===== config.mk =====
export PLATFORM = sky130hd
export DESIGN_NAME = mem_arbiter
export DESIGN_NICKNAME = d
export VERILOG_FILES = /design/src/rtl/mem_arbiter_pkg.sv /design/src/rtl/mem_arbiter.sv
export SDC_FILE = /design/constraint.sdc
export NUM_CORES = 1
export LEC_CHECK = 0
export ABC_CLOCK_PERIOD_IN_PS = 21800
export BUFFER_PORTS_ARGS = -buffer_cell sky130_fd_sc_hd__buf_2
export CORE_AREA = 2 2 195 197
export DETAILED_ROUTE_END_ITERATION = 7
export DIE_AREA = 0 0 197 199
export PLACE_DENSITY = 0.57
export SLEW_MARGIN = 40
export SYNTH_ARGS = -nofsm -noshare
export SYNTH_HDL_FRONTEND = slang
export SYNTH_SLANG_ARGS = --single-unit

===== constraint.sdc =====
create_clock -name clk -period 21.8 [get_ports clk]
set_input_delay 2.18 -clock clk [delete_from_list [all_inputs] [get_ports clk]]
set_output_delay 2.18 -clock clk [all_outputs]
set_load 0.02 [all_outputs]

===== src/rtl/mem_arbiter_pkg.sv =====
// Shared definitions for mem_arbiter: FSM state encoding, fetch line size,
// controller length width and the default starvation-guard limit.
package mem_arbiter_pkg;

  typedef enum logic [2:0] {
    ST_IDLE,
    ST_BUSY_IF,
    ST_BUSY_LD,
    ST_BUSY_ST,
    ST_DRAIN
  } state_t;

  localparam int DEF_IF_LINE_BYTES = 16;
  localparam int MC_LEN_W          = 5;
  localparam int DEF_MAX_WAIT      = 8;

endpackage


===== src/rtl/mem_arbiter.sv =====
// Arbitrates fetch and load/store requests onto a single byte-serial memory controller.
// Optional fetch starvation guard enabled by defining MEM_ARB_STARVE_GUARD_EN.
module mem_arbiter
  import mem_arbiter_pkg::*;
#(
  parameter  int ADDR_W        = 32,
  parameter  int DATA_W        = 32,
  parameter  int IF_LINE_BYTES = DEF_IF_LINE_BYTES,
  parameter  int MAX_WAIT      = DEF_MAX_WAIT,
  localparam int IF_DATA_W     = 8 * IF_LINE_BYTES
) (
  input  logic                 clk,
  input  logic                 rst,
  input  logic                 rdy,
  input  logic                 rollback,
  input  logic                 if_req,
  input  logic [ADDR_W-1:0]    if_addr,
  output logic                 if_done,
  output logic [IF_DATA_W-1:0] if_data,
  input  logic                 lsb_req,
  input  logic                 lsb_rw,
  input  logic [ADDR_W-1:0]    lsb_addr,
  input  logic [2:0]           lsb_len,
  input  logic [DATA_W-1:0]    lsb_wdata,
  output logic                 lsb_done,
  output logic [DATA_W-1:0]    lsb_rdata,
  output logic                 mc_en,
  output logic                 mc_rw,
  output logic [ADDR_W-1:0]    mc_addr,
  output logic [MC_LEN_W-1:0]  mc_len,
  output logic [DATA_W-1:0]    mc_wdata,
  input  logic                 mc_done,
  input  logic [DATA_W-1:0]    mc_rdata,
  input  logic [IF_DATA_W-1:0] mc_if_data
);

  state_t                state_q, state_d;
  logic                  gap_q, gap_d;
  logic                  mc_en_d, mc_rw_d;
  logic [ADDR_W-1:0]     mc_addr_d;
  logic [MC_LEN_W-1:0]   mc_len_d;
  logic [DATA_W-1:0]     mc_wdata_d;
  logic                  if_done_d, lsb_done_d;
  logic [IF_DATA_W-1:0]  if_data_d;
  logic [DATA_W-1:0]     lsb_rdata_d;
  logic                  starve, grant, pick_if;

  assign grant   = rdy && (state_q == ST_IDLE) && !gap_q && !rollback && (if_req || lsb_req);
  assign pick_if = if_req && (!lsb_req || starve);

`ifdef MEM_ARB_STARVE_GUARD_EN
  localparam int WAIT_W = $clog2(MAX_WAIT + 1);
  logic [WAIT_W-1:0] wait_q, wait_d;

  assign starve = (wait_q == WAIT_W'(MAX_WAIT));

  always_comb begin
    wait_d = wait_q;
    if (rdy) begin
      if (rollback)                    wait_d = '0;
      else if (grant && pick_if)       wait_d = '0;
      else if (grant && if_req && !starve) wait_d = wait_q + 1'b1;
    end
  end

  always_ff @(posedge clk or posedge rst) begin
    if (rst) wait_q <= '0;
    else     wait_q <= wait_d;
  end
`else
  assign starve = 1'b0;
`endif

  always_comb begin
    // NOTE: every output of this block is given a default first, so no path leaves one unassigned and no latch is inferred.
    state_d     = state_q;
    gap_d       = gap_q;
    mc_en_d     = mc_en;
    mc_rw_d     = mc_rw;
    mc_addr_d   = mc_addr;
    mc_len_d    = mc_len;
    mc_wdata_d  = mc_wdata;
    if_data_d   = if_data;
    lsb_rdata_d = lsb_rdata;
    if_done_d   = 1'b0;
    lsb_done_d  = 1'b0;

    if (rdy) begin
      if (state_q == ST_IDLE) begin
        if (gap_q) begin
          gap_d = 1'b0;
        end else if (grant) begin
          mc_en_d = 1'b1;
          if (pick_if) begin
            mc_rw_d    = 1'b0;
            mc_addr_d  = if_addr;
            mc_len_d   = MC_LEN_W'(IF_LINE_BYTES);
            mc_wdata_d = '0;
            state_d    = ST_BUSY_IF;
          end else begin
            mc_rw_d    = lsb_rw;
            mc_addr_d  = lsb_addr;
            mc_len_d   = MC_LEN_W'(lsb_len);
            mc_wdata_d = lsb_wdata;
            state_d    = lsb_rw ? ST_BUSY_ST : ST_BUSY_LD;
          end
        end
      end else if (mc_done) begin
        state_d    = ST_IDLE;
        gap_d      = 1'b1;
        mc_en_d    = 1'b0;
        mc_rw_d    = 1'b0;
        mc_addr_d  = '0;
        mc_len_d   = '0;
        mc_wdata_d = '0;
        // Committed stores always report; squashed reads report nothing.
        if (state_q == ST_BUSY_ST) begin
          lsb_done_d = 1'b1;
        end else if (!rollback && state_q == ST_BUSY_IF) begin
          if_done_d = 1'b1;
          if_data_d = mc_if_data;
        end else if (!rollback && state_q == ST_BUSY_LD) begin
          lsb_done_d  = 1'b1;
          lsb_rdata_d = mc_rdata;
        end
      end else if (rollback && (state_q == ST_BUSY_IF || state_q == ST_BUSY_LD)) begin
        state_d = ST_DRAIN;
      end
    end
  end

  always_ff @(posedge clk or posedge rst) begin
    // NOTE: registers take non-blocking assignments so every flop samples pre-edge values regardless of statement order.
    if (rst) begin
      state_q   <= ST_IDLE;
      gap_q     <= 1'b0;
      mc_en     <= 1'b0;
      mc_rw     <= 1'b0;
      mc_addr   <= '0;
      mc_len    <= '0;
      mc_wdata  <= '0;
      if_done   <= 1'b0;
      lsb_done  <= 1'b0;
      if_data   <= '0;
      lsb_rdata <= '0;
    end else begin
      state_q   <= state_d;
      gap_q     <= gap_d;
      mc_en     <= mc_en_d;
      mc_rw     <= mc_rw_d;
      mc_addr   <= mc_addr_d;
      mc_len    <= mc_len_d;
      mc_wdata  <= mc_wdata_d;
      if_done   <= if_done_d;
      lsb_done  <= lsb_done_d;
      if_data   <= if_data_d;
      lsb_rdata <= lsb_rdata_d;
    end
  end

  a_max_wait: assert property (@(posedge clk) MAX_WAIT > 0);

  a_lsb_len: assert property (@(posedge clk) disable iff (rst)
    (grant && !pick_if) |-> (lsb_len inside {3'd1, 3'd2, 3'd4}));

endmodule


==> out/qor.yml <==
fin_crit_sh_pct: 18.0
cts_tree: "done"
synth.cell_area_mm2: 0.00950
fin_ws_ns: 17.88
ant_nets: 0
vias_per_cell: 4.36
worstSetupPathType: "primary input to flop"
drv_cap: 0
min_path_type: "flop to flop"
relSlewSlack_pct: 46.8
clk_latency_ns: 0.54
cts-root-buf: "clkbuf_16"
clkTransAtPathRegs_ns: 0.06
die_y_um: 199
ir_worst_vdd_uv: 59.5
tightest_slew_ns: 0.798
grt_pass1_vias: 7227
first_pass_iters: 4
hold_ws_ns: 0.482
ctsLongestPathBuffers: 3
wl_mm: 27.7
grt_antenna_before_repair: 1
core_mm2: 0.0371
fp.dieW_um: 197
die_area_mm2: 0.0392
gp_congestion: 0.796
most-common-layout-cells: "buf_2, dfrtp_1, mux2_1"
rsz0062_at_grt: "false"
path_max_fanout: 74
syn_nets: 925
grt_usage_pct: 13.4
cts_sinks: 236
fin_util_pct: 36.0
hpwl_mm: 20.4
end_kind: "flop"
status: "finished, final reports clean"
max_clock_freq_ghz: 0.255
dpl.cell_count: 1594
final_common_cell: "buf_2"
cts_buffers: 27
final_cells: 1641
detail_route.wl_per_cell_um: 16.9
path_cells: "buf_2, nand2_1, nor3_1, nand3b_1, buf_4, buf_6, mux2_1"
yosysWarnings: 0
critPathRequiredTime_ns: 22.20
antenna_cells: 0
synth_area_per_cell_um2: 14.4
vias: 7158
synthArstFlopShare_pct: 100
grt_overflow: 0
synthCells: 658
hold_viol: 0
finalMaxSlewViolations: 0
synth.yosys.seq_area_share_pct: 62.1
cp.arrival_ns: 4.32
cts_setup_buffers: 0
htreeDepth: 1
start_kind: "primary input"
num_rows: 71
holdBufCountCts: 0
powerDensity_mw_per_mm2: 149
pre_cts_slack_ns: 17.31
ioPinCount: 500
setup_violations: 0
power.leakage_nw: 7.23
synth-seq-cells: 236
drt_iter0_drc: 226
slowest_delay_ns: 0.60
cts_resized: 0
synth_cell_type_count: 33
grt_first_pass_wirelength_mm: 41.1
grt_max_degree: 119
synth_edf_count: 0
drc: 0
period_needed_ns: 3.92
synth-main-ff-cell: "dfrtp_1"
syn_to_final_growth_pct: 40.6
numPortBuffers: 498
drive_above_1_share_pct: 50.4
nets: 1416
setup_tns_ns: 0
fin_skew_ns: 0.0192
crit_slowest_cell: "buf_4"
initial_core_util_pct: 25.6
==> synthesized netlist by cell type, types with 3 or more instances <==
| cell | count | area [µm²] |
|---|---|---|
| nor3_1 | 3 | 15.0 |
| a21oi_1 | 3 | 15.0 |
| buf_4 | 3 | 22.5 |
| dfrtp_1 | 236 | 5910 |
| inv_1 | 39 | 146 |
| o21ai_0 | 5 | 25.0 |
| mux2_4 | 28 | 420 |
| buf_2 | 24 | 120 |
| a22o_1 | 32 | 280 |
| clkbuf_1 | 17 | 63.8 |
| buf_6 | 4 | 45.0 |
| nand2_1 | 5 | 18.8 |
| nand4_1 | 36 | 225 |
| o21ai_1 | 36 | 180 |
| mux2_1 | 163 | 1840 |
| nor2_1 | 4 | 15.0 |
==> final cells by class <==
class	count	area, µm²
inverter	41	166
fill	3696	23800
multi-input combinational	333	3210
clock buffer	42	832
timing repair buffer	510	2590
sequential	236	5910
clock inverter	5	57.6
tap	474	593
==> flip-flops by register name, summed over array words and instances, names as in the netlist <==
register / flops
gap_q: 1
mc_en: 1
lsb_done: 1
if_data: 128
lsb_rdata: 32
state_q: 3
mc_len: 4
mc_addr: 32
mc_rw: 1
mc_wdata: 32
if_done: 1
==> worst max-delay path, delay by kind of cell <==
family                 cells  cell delay (ns)
multiplexers               1             0.39
AND/OR/NAND/NOR            3             0.27
buffers and inverters      3             1.33
==> logic make-up after synthesis <==
kind of cell,after synthesis,share of synthesized area (%)
AOI/OAI and AO/OA,80,5.63
xor gates and xnor gates,1,0.0922
buffers and inverters,89,4.27
DFF,236,62.1
muxes,193,23.9
other,1,0.0395
and+or+nand+nor,58,3.88
==> stage by stage <==
stage	total power, mW	instance area, µm²
global route	2.11	13400
detailed placement	1.56	12500
global placement	1.54	12400
CTS	2.03	13400
floorplan	1.25	9500
finish	1.99	13400
==> final timing paths <==
path                             start           end  slack (ns)  cells past startpoint
setup / recovery                   rdy   if_data[91]       17.88                      7
hold / removal             if_data[70]   if_data[70]        0.48                      1
setup reg to reg            state_q[2]   mc_addr[18]       18.42                      6
hold reg to reg            if_data[70]   if_data[70]        0.48                      1
max in group asynchronous          rst   if_data[13]       18.95                      3
min in group asynchronous          rst  if_data[100]        1.74                      2
==> metal layers <==
layer  vias to the layer above  GRT usage (%)  routed length [µm]  share of wire, %
li1                       3321              -                   -                 -
met1                      3498           16.6               11500                42
met2                       304           23.2               13500                49
met3                        33           3.36                2070               7.5
met4                         2           3.76                 536               1.9
met5                         -              0                  13             0.047
==> power breakdown <==
part,internal (mW),switching (mW),leakage (nW)
logic,0.318,0.499,3.74
clock network,0.272,0.176,0.441
registers,0.628,0.0985,3.05
total,1.22,0.774,7.23
(Power assumes the default switching activity.)
